--- src/rtl/hdlc_rx_pkg.sv ---
// Shared types for the HDLC RX buffer read-side arbiter.
package hdlc_rx_pkg;

  typedef enum logic [2:0] {
    IDLE,
    ARM,
    WAIT_HOST,
    RD,
    CAP,
    OUT
  } rx_arb_state_t;

  typedef enum logic {
    HOST,
    DMA
  } rx_owner_t;

  localparam int RX_MAX_FRAME = 128;

endpackage

--- src/rtl/rx_idle_timer.sv ---
// Host-idle watchdog: counts enabled cycles since the last clear and flags
// the final cycle before the limit. TIMEOUT of 0 disables it.
module rx_idle_timer #(
  parameter int TIMEOUT = 1024,
  parameter int TMR_W   = 16
) (
  input  logic Clk,
  input  logic Rst,
  input  logic Clr,
  input  logic En,
  output logic Expired
);

  logic [TMR_W-1:0] count;

  always_ff @(posedge Clk or negedge Rst) begin
    if (!Rst) begin
      count <= '0;
    end else if (Clr || !En) begin
      count <= '0;
    end else begin
      count <= count + 1'b1;
    end
  end

  if (TIMEOUT == 0) begin : gDisabled
    assign Expired = 1'b0;
  end else begin : gEnabled
    assign Expired = En && !Clr && (count == TMR_W'(TIMEOUT - 1));
  end

endmodule

--- src/rtl/rx_buff_arbiter.sv ---
// Read-side sequencer for the 128-byte HDLC RX buffer: hands each frame to
// either the host register port or the DMA stream and issues drops.
module rx_buff_arbiter
  import hdlc_rx_pkg::*;
#(
  parameter int MAX_FRAME = RX_MAX_FRAME,
  parameter int TIMEOUT   = 1024,
  parameter int TMR_W     = 16
) (
  input  logic       Clk,
  input  logic       Rst,
  input  logic       RxReady,
  input  logic [7:0] FrameSize,
  input  logic [7:0] RxDataBuffOut,
  output logic       ReadBuff,
  output logic       Drop,
  input  logic       DmaEn,
  input  logic       HostRdReq,
  input  logic       HostDropReq,
  output logic       HostRdAck,
  output logic       HostRdErr,
  output logic [7:0] HostRdData,
  output logic       DmaValid,
  output logic [7:0] DmaData,
  output logic       DmaLast,
  input  logic       DmaReady,
  output logic       FrameLost,
  output logic       SizeErr
);

  rx_arb_state_t state;
  rx_owner_t     owner;
  logic [7:0]    remaining;
  logic [7:0]    dataReg;
  logic          errAck;

  logic dropReq, lost, sizeBad, tmo, expired;
  logic dmaOut, hostOut, handshake, errSrc;

  rx_idle_timer #(
    .TIMEOUT(TIMEOUT),
    .TMR_W  (TMR_W)
  ) uIdleTimer (
    .Clk    (Clk),
    .Rst    (Rst),
    .Clr    (HostRdReq),
    .En     (state == WAIT_HOST),
    .Expired(expired)
  );

  // Abort sources, in priority order: host drop, then loss of RxReady mid-frame.
  assign dropReq = (state != IDLE) && HostDropReq;
  assign lost    = !dropReq && !RxReady && (remaining != 8'd0) &&
                   ((state == WAIT_HOST) || (state == RD) || (state == CAP));
  assign sizeBad = (state == ARM) &&
                   ((FrameSize == 8'd0) || ({1'b0, FrameSize} > 9'(MAX_FRAME)));
  assign tmo     = (state == WAIT_HOST) && !dropReq && !lost && !HostRdReq && expired;

  // A drop in OUT withdraws the byte in the same cycle so no handshake can land.
  assign dmaOut    = (state == OUT) && (owner == DMA) && !HostDropReq;
  assign hostOut   = (state == OUT) && (owner == HOST) && !HostDropReq;
  assign handshake = dmaOut && DmaReady;

  assign errSrc = HostRdReq && !errAck &&
                  ((state == IDLE) ||
                   ((owner == DMA) && ((state == RD) || (state == CAP) || (state == OUT))));

  assign ReadBuff   = (state == RD) && !dropReq && !lost;
  assign Drop       = dropReq || sizeBad || tmo;
  assign FrameLost  = lost;
  assign SizeErr    = sizeBad;
  assign DmaValid   = dmaOut;
  assign DmaData    = dmaOut ? dataReg : 8'h00;
  assign DmaLast    = dmaOut && (remaining == 8'd0);
  assign HostRdAck  = errAck || hostOut;
  assign HostRdErr  = errAck;
  assign HostRdData = hostOut ? dataReg : 8'h00;

  always_ff @(posedge Clk or negedge Rst) begin
    if (!Rst) begin
      state     <= IDLE;
      owner     <= HOST;
      remaining <= 8'd0;
      dataReg   <= 8'd0;
      errAck    <= 1'b0;
    end else begin
      errAck <= errSrc;
      if (dropReq || lost) begin
        state <= IDLE;
      end else begin
        unique case (state)
          IDLE: begin
            if (RxReady) state <= ARM;
          end
          ARM: begin
            remaining <= FrameSize;
            if (sizeBad) begin
              state <= IDLE;
            end else if (DmaEn) begin
              owner <= DMA;
              state <= RD;
            end else begin
              owner <= HOST;
              state <= WAIT_HOST;
            end
          end
          WAIT_HOST: begin
            if (HostRdReq) state <= RD;
            else if (tmo)  state <= IDLE;
          end
          RD: begin
            if (remaining != 8'd0) remaining <= remaining - 8'd1;
            state <= CAP;
          end
          CAP: begin
            dataReg <= RxDataBuffOut;
            state   <= OUT;
          end
          OUT: begin
            if (owner == DMA) begin
              if (handshake) state <= (remaining != 8'd0) ? RD : IDLE;
            end else begin
              state <= (remaining != 8'd0) ? WAIT_HOST : IDLE;
            end
          end
          default: state <= IDLE;
        endcase
      end
    end
  end

  // A read with nothing left would underflow the byte count.
  assert property (@(posedge Clk) disable iff (!Rst) (state == RD) |-> (remaining != 8'd0));

endmodule

--- config.mk ---
export PLATFORM = sky130hd
export DESIGN_NAME = rx_buff_arbiter
export DESIGN_NICKNAME = d
export VERILOG_FILES = /design/src/rtl/hdlc_rx_pkg.sv /design/src/rtl/rx_idle_timer.sv /design/src/rtl/rx_buff_arbiter.sv
export SDC_FILE = /design/constraint.sdc
export NUM_CORES = 1
export LEC_CHECK = 0
export ABC_CLOCK_PERIOD_IN_PS = 5500
export BUFFER_PORTS_ARGS = -buffer_cell sky130_fd_sc_hd__clkbuf_2
export CAP_MARGIN = 20
export CORE_AREA = 8 8 96 98
export CTS_CLUSTER_DIAMETER = 50
export DETAILED_ROUTE_END_ITERATION = 10
export DIE_AREA = 0 0 104 106
export GPL_ROUTABILITY_DRIVEN = 0
export SYNTH_ARGS = -nofsm -noshare
export SYNTH_HDL_FRONTEND = slang
export SYNTH_HIERARCHICAL = 1
export SYNTH_SLANG_ARGS = --single-unit
--- constraint.sdc ---
create_clock -name Clk -period 5.5 [get_ports Clk]
set_input_delay 0.825 -clock Clk [delete_from_list [all_inputs] [get_ports Clk]]
set_output_delay 0.825 -clock Clk [all_outputs]
set_load 0.01 [all_outputs]
==> results of run 1 <==
[through the flow]
stage | area, um^2 | setup slack, ns | total power, uW
floorplan | 2240 | 2.322 | 671.9
global placement | 2556 | 1.746 | 760.8
detailed placement | 2556 | 1.581 | 769.2
CTS | 2658 | 1.238 | 977.0
global route | 2663 | 1.018 | 1046
finish | 2663 | 1.234 | 965.8
[synth_stat cells (2+ instances only)]
| cell | instances |
|---|---|
| a31oi_1 | 2 |
| nor3_1 | 11 |
| o21ai_0 | 15 |
| or4_1 | 6 |
| nor3b_1 | 2 |
| nand2_1 | 14 |
| mux2i_1 | 4 |
| or3b_2 | 2 |
| xnor2_1 | 2 |
| nand2b_1 | 8 |
| a21oi_1 | 17 |
| nand3_1 | 5 |
| ha_1 | 3 |
| o31ai_1 | 5 |
| and2_1 | 17 |
| o21a_1 | 2 |
| nand4_1 | 4 |
| nor4_1 | 10 |
| inv_1 | 8 |
| clkbuf_1 | 9 |
| nor2_1 | 14 |
| a2111oi_0 | 2 |
| dfrtp_1 | 37 |
| nor2b_1 | 3 |
| a21o_1 | 2 |
| or3_1 | 4 |
| xor2_1 | 2 |
| and3_1 | 2 |
| mux2_4 | 8 |
| o22ai_1 | 2 |
[flip-flops by register name, summed over array words and instances (netlist names)]
register          flops
HostRdErr             1
dataReg               8
owner                 1
remaining             8
state                 3
uIdleTimer/count     16
[how the worst max path moves through the flow]
stage	end	slack [ns]	depth (start not counted)
6_report	Drop	1.23	9
4_1_cts	Drop	1.24	9
3_5_place_dp	Drop	1.58	9
3_3_place_gp	Drop	1.75	9
5_1_grt	Drop	1.02	9
2_1_floorplan	Drop	2.32	9
[logic make-up (layout without fill, tap and decap cells)]
family | count (synthesis) | in the layout | share of synthesized area, %
and+or+nand+nor | 111 | 111 | 29.44
AOI/OAI and AO/OA | 54 | 54 | 14.80
DFF | 37 | 37 | 41.34
buffers and inverters | 19 | 64 | 3.519
muxes | 13 | 13 | 7.654
xor gates and xnor gates | 4 | 4 | 1.565
adders and majority gates | 3 | 3 | 1.676
[area by class of cell]
class | count | area [um^2] | share of cell area (%)
clock inverter | 1 | 5.005 | 0.1880
inverter | 9 | 33.78 | 1.269
multi-input combinational | 185 | 1235 | 46.38
clock buffer | 7 | 96.34 | 3.618
sequential | 37 | 925.9 | 34.77
tap | 105 | 131.4 | 4.934
timing repair buffer | 47 | 235.2 | 8.835
[worst reg2reg max path, delay by kind of cell (launching register included)]
kind	cells	cell delay [ns]
simple gates	5	1.51
flops	1	0.59
compound gates	2	0.44
buf+inv	1	0.33
[power groups by stage]
stage | Clock (uW) | Combinational [uW] | Sequential (uW)
global placement | 0 | 333 | 427
floorplan | 0 | 275 | 397
finish | 201 | 336 | 429
global route | 226 | 375 | 445
detailed placement | 0 | 338 | 432
CTS | 210 | 339 | 427
[per-layer routing]
| metal | track usage, % | part of all wire (%) |
|---|---|---|
| met1 | 11.97 | 48 |
| met4 | 3.826 | 0.88 |
| met2 | 15.90 | 45 |
| met3 | 3.509 | 6.8 |
| met5 | 0 | 0 |
==> results.json, run 1 <==
{
  "crit_start": "state[1]",
  "r2r-end": "state[0]",
  "reg2reg_depth": 8,
  "start_util_pct": 28.55,
  "crit_path_end_kind": "output pin",
  "grt_max_degree": 38,
  "seq_power_share_pct": 44.4,
  "htreeDepth": 2,
  "clockRootBuffer": "clkbuf_8",
  "grt_pass1_vias": 1964,
  "vias": 1969,
  "outcome": "completed",
  "dp.cells": 382,
  "fp.dieH_um": 106,
  "die_x_um": 104,
  "crit_required_ns": 4.68,
  "cts_buffers": 5,
  "yosysSeqAreaShare_pct": 41.34,
  "layout_common_cells": "clkbuf_2 (46), dfrtp_1 (37), and2_1 (17), a21oi_1 (17), o21ai_0 (15)",
  "post-route-util_pct": 33.94,
  "syn_to_final_growth_pct": 18.88,
  "pin_count": 47,
  "cp_cell_sequence": "clkinv_1 > nor3_1 > nor2b_1 > nand3_1 > nor4_1 > nand2_1 > or3b_2 > nand3b_1 > clkbuf_2",
  "cts_buffer_depth": 2,
  "synth_seq_cells": 37,
  "hold_buffers": 0,
  "drt_iter0_drc": 112,
  "clk_pin_slew_ns": 0.07,
  "max_freq_ghz": 0.2344,
  "rows": 33,
  "drive_gt1_share_pct": 25.52,
  "synth_area_leaders": "dfrtp_1 (41%), mux2_4 (5.4%), and2_1 (4.7%)",
  "numPortBuffers": 46,
  "crit_fanout": 14,
  "synth_flop_cell": "dfrtp_1",
  "slew_headroom_pct": 38.22,
  "worst-path-buf-inv": 2,
  "p_comb_share_pct": 34.8,
  "worst_pin_slew_ns": 0.9267,
  "reg2reg_slack_ns": 2.51,
  "layout_commonest_cell": "clkbuf_2",
  "layout.cells.non_filler": 391,
  "drt_pass1_iterations": 4,
  "syn_inst": 241,
  "syn-num-nets": 267,
  "min_to": "uIdleTimer/count[0]",
  "fin_crit_sh_pct": 77.55,
  "grt_pass1_wl_um": 9246,
  "power_density_nw_per_um2": 362.7,
  "cts_setup_buffers": 0,
  "startpoint_type": "flop",
  "track_usage_pct": 9.914,
  "path_class": "flop to output pin",
  "p_sw_share_pct": 35.95,
  "hpwl_um": 4061,
  "hold_class": "flop to flop",
  "die_area_um2": 11020,
  "synth_cell_types": 49,
  "nets": 311,
  "postRouteAntennaNets": 0,
  "async_flop_share_pct": 100.0,
  "slowest_delay_ns": 0.61,
  "critical-path-top-delay-family": "simple AND/OR/NAND/NOR gates",
  "cts_tree": "done",
  "p_int_uw": 618.6,
  "rsz0062_at_grt": "false",
  "crit_arrival_ns": 3.44,
  "fill_cells": 823,
  "leakage_uw": 0.001174,
  "finalHoldViolCount": 0,
  "drc": 0,
  "cap_violations": 0,
  "finalSetupViolCount": 0,
  "totalWireLength_um": 5339,
  "antenna_found_initial": 0,
  "cts_resized": 0,
  "synth_warnings": 6,
  "switchingPower_uw": 347.2,
  "hold_path.startpoint": "uIdleTimer/count[0]",
  "r2r_start": "state[1]",
  "synth_edf_count": 0,
  "skew_ns": 0.004456,
  "syn_avg_cell_area_um2": 9.293,
  "holdPathStages": 1,
  "report.final.slew_viol_count": 0,
  "overflow": 0,
  "synth_top_area_share_pct": 41.34,
  "wl_per_cell_um": 13.65,
  "syn_area_um2": 2240,
  "slowest_stage": "nor2b_1",
  "cts_sinks": 37,
  "diodes": 0,
  "viasPerCell": 5.036,
  "clk_latency_ns": 0.28,
  "synth_top_cell_by_area": "dfrtp_1",
  "core_area_um2": 7845,
  "layout_min_cycle_time_ns": 4.266,
  "power_frac_clock_pct": 20.9,
  "hold_ws_ns": 0.5094,
  "peakVddDrop_mv": 0.1243,
  "fin_tns_setup_ns": 0
}
(Power assumes the default switching activity.)
==> run 2: changes to the inputs <==
ABC_AREA = 1   (was default)
ABC_CLOCK_PERIOD_IN_PS = 4000   (was 5500)
CORE_AREA = 8 8 101 103   (was 8 8 96 98)
DIE_AREA = 0 0 109 111   (was 0 0 104 106)
clock period = 4 ns   (was 5.5 ns; I/O delays follow)
==> run 2 against run 1 <==
Against the previous run: utilization is 0.95 points higher; design area grew 12%; count of clock-buffer cells in the layout is 2 lower; sequential share of layout area shrank 3.7 points; routed wire length is 11% higher; flip-flop and latch count stayed put; sequential power up 27%; critical path depth is 2 higher; clock skew rose by 0.0052 ns; register-to-register slack worse by 0.62 ns.
==> results.json, run 2 <==
{
  "synth_cell_types": 30,
  "hold_class": "input pin to async pin",
  "layout_commonest_cell": "nand2_1",
  "syn_inst": 361,
  "crit_arrival_ns": 2.10,
  "nets": 437,
  "syn-num-nets": 387,
  "synth_area_leaders": "dfrtp_1 (36%), nand2_1 (14%), nor2_1 (10%)",
  "synth_edf_count": 0,
  "synth_compound_area_share_pct": 12.22,
  "peakVddDrop_mv": 0.2189,
  "synth_top_family_by_area": "simple AND/OR/NAND/NOR gates",
  "async_flop_share_pct": 100.0,
  "drive_gt1_share_pct": 25.73,
  "reg2reg_slack_ns": 1.89,
  "ys_top_cells_by_count": "nand2_1 (97), nor2_1 (71), inv_1 (45)",
  "largest_reg_flops": 16,
  "cts_buffer_depth": 2,
  "synth_flop_cell": "dfrtp_1",
  "power_density_nw_per_um2": 509.8,
  "yosysSeqAreaShare_pct": 36.47,
  "wl_per_cell_um": 11.38,
  "leakage_uw": 0.001557,
  "drt_pass1_iterations": 5,
  "htreeDepth": 2,
  "hpwl_um": 4632,
  "r2r_start": "state[2]",
  "cts_setup_buffers": 0,
  "drc": 0,
  "syn_to_final_growth_pct": 17.50,
  "crit_fanout": 15,
  "fin_tns_setup_ns": 0,
  "die_x_um": 109,
  "grt_pass1_wl_um": 10330,
  "reg2reg_depth": 14,
  "crit_required_ns": 3.40,
  "cts_sinks": 37,
  "drt_iter0_drc": 62,
  "yosysMostFrequentCell": "nand2_1",
  "postLayoutSetupSlackWorst_ns": 1.295,
  "synth_xor_xnor_area_share_pct": 0,
  "finalSetupViolCount": 0,
  "outcome": "completed",
  "synth_top_cell_by_area": "dfrtp_1",
  "core_area_um2": 8551,
  "postRouteAntennaNets": 0,
  "vias": 2318,
  "preCtsSetupSlack_ns": 1.633,
  "r2r-end": "state[1]",
  "path_class": "flop to output pin",
  "track_usage_pct": 10.21,
  "numPortBuffers": 46,
  "start_util_pct": 29.69,
  "layout_common_cells": "nand2_1 (97), nor2_1 (71), clkbuf_2 (46)",
  "fp.dieH_um": 111,
  "clk_latency_ns": 0.30,
  "grt_max_degree": 38,
  "slew_headroom_pct": 74.65,
  "dpl_cell_area_um2": 2848,
  "overflow": 0,
  "crit_path_end_kind": "output pin",
  "pin_count": 47,
  "top_regs": "uIdleTimer/count: 16 flops, dataReg: 8 flops, remaining: 8 flops",
  "clockRootBuffer": "clkbuf_8",
  "viasPerCell": 4.458,
  "cts_tree": "done",
  "startpoint_type": "flop",
  "grt_pass1_vias": 2329,
  "synth_warnings": 6,
  "cts_resized": 0,
  "fin_crit_sh_pct": 67.62,
  "muxShareOfSynthArea_pct": 0,
  "report.final.slew_viol_count": 0,
  "syn_avg_cell_area_um2": 7.032,
  "cap_violations": 0,
  "layout_min_cycle_time_ns": 2.705,
  "synth_fa_ha_area_share_pct": 1.479,
  "synth_seq_cells": 37,
  "clk_pin_slew_ns": 0.09,
  "worst_pin_slew_ns": 0.3792,
  "finalHoldViolCount": 0,
  "antenna_found_initial": 0,
  "totalWireLength_um": 5917,
  "syn_area_um2": 2539,
  "cts_buffers": 5,
  "hold_buffers": 0,
  "max_freq_ghz": 0.3697,
  "rsz0062_at_grt": "false",
  "yosys.area_share.simple_pct": 39.33,
  "skew_ns": 0.009640,
  "rows": 34,
  "diodes": 0,
  "final_area_um2": 2983,
  "top_register": "uIdleTimer/count",
  "synth_top_area_share_pct": 36.47,
  "die_area_um2": 12100
}
## run 2: cell count changes after synthesis, sizes merged, moves of 7 or more
cell | previous run | this run
mux2 | 9 | 0
nand3 | 6 | 20
nor2 | 14 | 78
clkbuf | 9 | 0
nand2 | 14 | 112
o21ai | 15 | 31
and2 | 17 | 0
a21oi | 17 | 8
inv | 8 | 54
or4 | 7 | 0
nor4 | 10 | 0
nor3 | 11 | 2
nand2b | 8 | 0
## run 2: cell families after synthesis
family	count (synthesis)
AO/OA/AOI/OAI	45
adder cells (fa/ha/maj)	3
buffers and inverters	59
flip-flops	37
AND/OR/NAND/NOR	217
## run 2: worst max path at each step
stage               startpoint    to
global placement      state[2]  Drop
CTS                   state[2]  Drop
finish                state[2]  Drop
detailed placement    state[2]  Drop
floorplan             state[2]  Drop
global route          state[2]  Drop
## run 2: worst max-delay path, cell delays in order (launching register included)
cell,delay [ns]
dfrtp_1,0.47
inv_2,0.12
nand3_1,0.08
inv_1,0.11
inv_1,0.05
nor2_1,0.08
buf_4,0.20
nand2_1,0.07
nor3_1,0.25
nand4_1,0.15
nand3_1,0.09
clkbuf_2,0.14
## run 2: cell type report
class,instances,area (um^2)
fill,925,5568
inverter,54,202.7
clock inverter,3,46.29
sequential,37,925.9
tap,108,135.1
clock buffer,5,68.82
multi-input combinational,265,1346
timing repair buffer,48,257.7
## run 2: report_power, final
part | switching, uW | internal (uW)
clock | 152 | 187
combinational | 407 | 231
sequential | 70.1 | 473
## run 2: routing by layer
layer	global-route usage, %	vias up	wire length, um	part of all wire [%]
met5	0	-	0	0
met4	3.014	0	64	1.1
met3	2.093	10	179	3.0
met2	16.55	40	2792	47
met1	13.15	1046	2880	49
li1	-	1222	-	-
## run 2: stage by stage
stage,std cells,power (uW),hold WS (ns),util (%)
detailed placement,511,1193,0.4756,33.30
finish,520,1521,0.1500,34.88
CTS,519,1533,0.4867,34.65
floorplan,361,1077,0.3044,-
global placement,511,1178,0.4651,33.30
global route,520,1640,0.1643,34.88
==> run 3: changes to the inputs <==
ABC_CLOCK_PERIOD_IN_PS = 2400   (was 4000)
clock period = 2.4 ns   (was 4 ns; I/O delays follow)
==> run 3 against run 2 <==
Against the previous run: worst setup slack worse by 1.1 ns; combinational power is 66% higher; power increased by 66%; utilization about the same; worst hold slack got worse by 0.044 ns; largest cell class unchanged.
==> results.json, run 3 (synthesis gave the netlist of run 2 again) <==
{
  "p_int_uw": 1487,
  "leakage_uw": 0.001555,
  "power_density_nw_per_um2": 847.1,
  "vias": 2381,
  "die_area_um2": 12100,
  "layout_min_cycle_time_ns": 2.205,
  "peakVddDrop_mv": 0.4013,
  "numPortBuffers": 46,
  "hold_buffers": 0,
  "startpoint_type": "flop",
  "dpl_cell_area_um2": 2863,
  "crit_required_ns": 2.04,
  "layout_common_cells": "nand2_1 (97), nor2_1 (71), clkbuf_2 (46)",
  "fp.dieH_um": 111,
  "track_usage_pct": 10.57,
  "rows": 34,
  "drive_gt1_share_pct": 26.39,
  "totalWireLength_um": 5996,
  "switchingPower_uw": 1041,
  "max_freq_ghz": 0.4535,
  "top_regs": "uIdleTimer/count: 16 flops, dataReg: 8 flops, remaining: 8 flops",
  "finalHoldViolCount": 0,
  "cts_buffers": 5,
  "hold_class": "input pin to async pin",
  "cap_violations": 0,
  "cts_buffer_depth": 2,
  "clk_latency_ns": 0.29,
  "htreeDepth": 2,
  "worst_pin_slew_ns": 0.4931,
  "diodes": 0,
  "fin_tns_setup_ns": 0,
  "postRouteAntennaNets": 0,
  "layout_commonest_cell": "nand2_1",
  "seq_power_share_pct": 35.8,
  "nets": 438,
  "outcome": "completed",
  "drt_pass1_iterations": 5,
  "crit_fanout": 5,
  "antenna_found_initial": 0,
  "start_util_pct": 29.69,
  "wl_per_cell_um": 11.51,
  "overflow": 0,
  "fill_cells": 911,
  "slew_headroom_pct": 67.12,
  "crit_path_end_kind": "output pin",
  "finalSetupViolCount": 0,
  "cts_setup_buffers": 0,
  "crit_arrival_ns": 1.84,
  "syn_to_final_growth_pct": 17.55,
  "clockRootBuffer": "clkbuf_8",
  "die_x_um": 109,
  "drt_iter0_drc": 115,
  "grt_max_degree": 38,
  "cts_resized": 0,
  "viasPerCell": 4.570,
  "fin_crit_sh_pct": 91.87,
  "path_class": "flop to output pin",
  "power_frac_clock_pct": 22.3,
  "skew_ns": 0.007311,
  "final_area_um2": 2984,
  "clk_pin_slew_ns": 0.09,
  "hpwl_um": 4721,
  "core_area_um2": 8551,
  "largest_reg_flops": 16,
  "top_register": "uIdleTimer/count",
  "report.final.slew_viol_count": 0,
  "pin_count": 47,
  "drc": 0,
  "grt_pass1_vias": 2293,
  "p_comb_share_pct": 41.9,
  "p_sw_share_pct": 41.18,
  "cts_sinks": 37,
  "rsz0062_at_grt": "false",
  "cts_tree": "done",
  "grt_pass1_wl_um": 10670
}
## run 3: cell count changes in the layout (fill, tap and decap cells not counted)
cell     before  now
buf_4         1    3
buf_12        1    0
dfrtp_1      37   36
dfrtp_2       0    1
nor3_1        2    1
nor3_2        0    1
## run 3: worst max-delay path: stages, from the launching register on
cell      delay (ns)
dfrtp_1         0.39
ha_1            0.21
nand2_2         0.09
nor2_4          0.16
nand2_4         0.08
inv_2           0.06
nand2_2         0.06
nor3_2          0.14
nand4_1         0.13
nand3_1         0.10
clkbuf_2        0.14
## run 3: worst paths after layout
kind	start	slack, ns	cells after the start	end
max	uIdleTimer/count[0]	0.20	10	Drop
min reg2reg	uIdleTimer/count[0]	0.48	1	uIdleTimer/count[0]
max reg2reg	uIdleTimer/count[0]	0.61	13	state[1]
min in group Clk	RxDataBuffOut[4]	0.27	3	dataReg[4]
min	Rst	0.11	2	uIdleTimer/count[3]
max in group asynchronous	Rst	1.92	2	state[2]
## run 3: power by group through the flow
stage / clock network (uW) / logic, uW / registers, uW
2_1_floorplan: 0 / 909 / 885
3_3_place_gp: 0 / 1060 / 913
3_5_place_dp: 0 / 1070 / 916
4_1_cts: 575 / 1080 / 904
5_1_grt: 600 / 1210 / 929
6_report: 563 / 1060 / 905
## run 3: final cells by class
| class | count | area, um^2 | share of cell area, % |
|---|---|---|---|
| multi-input combinational | 265 | 1351 | 45.28 |
| sequential | 37 | 927.1 | 31.07 |
| timing repair buffer | 49 | 252.7 | 8.470 |
| inverter | 54 | 202.7 | 6.792 |
| tap | 108 | 135.1 | 4.528 |
| clock buffer | 5 | 68.82 | 2.306 |
| clock inverter | 3 | 46.29 | 1.551 |
## run 3: metal layers
metal	track usage [%]	vias to the layer above	share of wire (%)
met5	0	-	0
li1	-	1223	-
met3	2.267	4	3.0
met4	2.192	0	0.57
met1	13.46	1118	47
met2	17.64	36	49
## run 3: through the flow
stage	setup slack, ns	power, uW	util, %	hold WS, ns	cells
2_1_floorplan	0.6014	1795	-	0.06441	361
3_3_place_gp	0.4664	1969	33.48	0.4574	513
3_5_place_dp	0.4301	1986	33.48	0.4502	513
4_1_cts	0.09654	2555	34.83	0.1344	521
5_1_grt	0.003761	2744	34.90	0.1545	521
6_report	0.1951	2528	34.90	0.1055	521
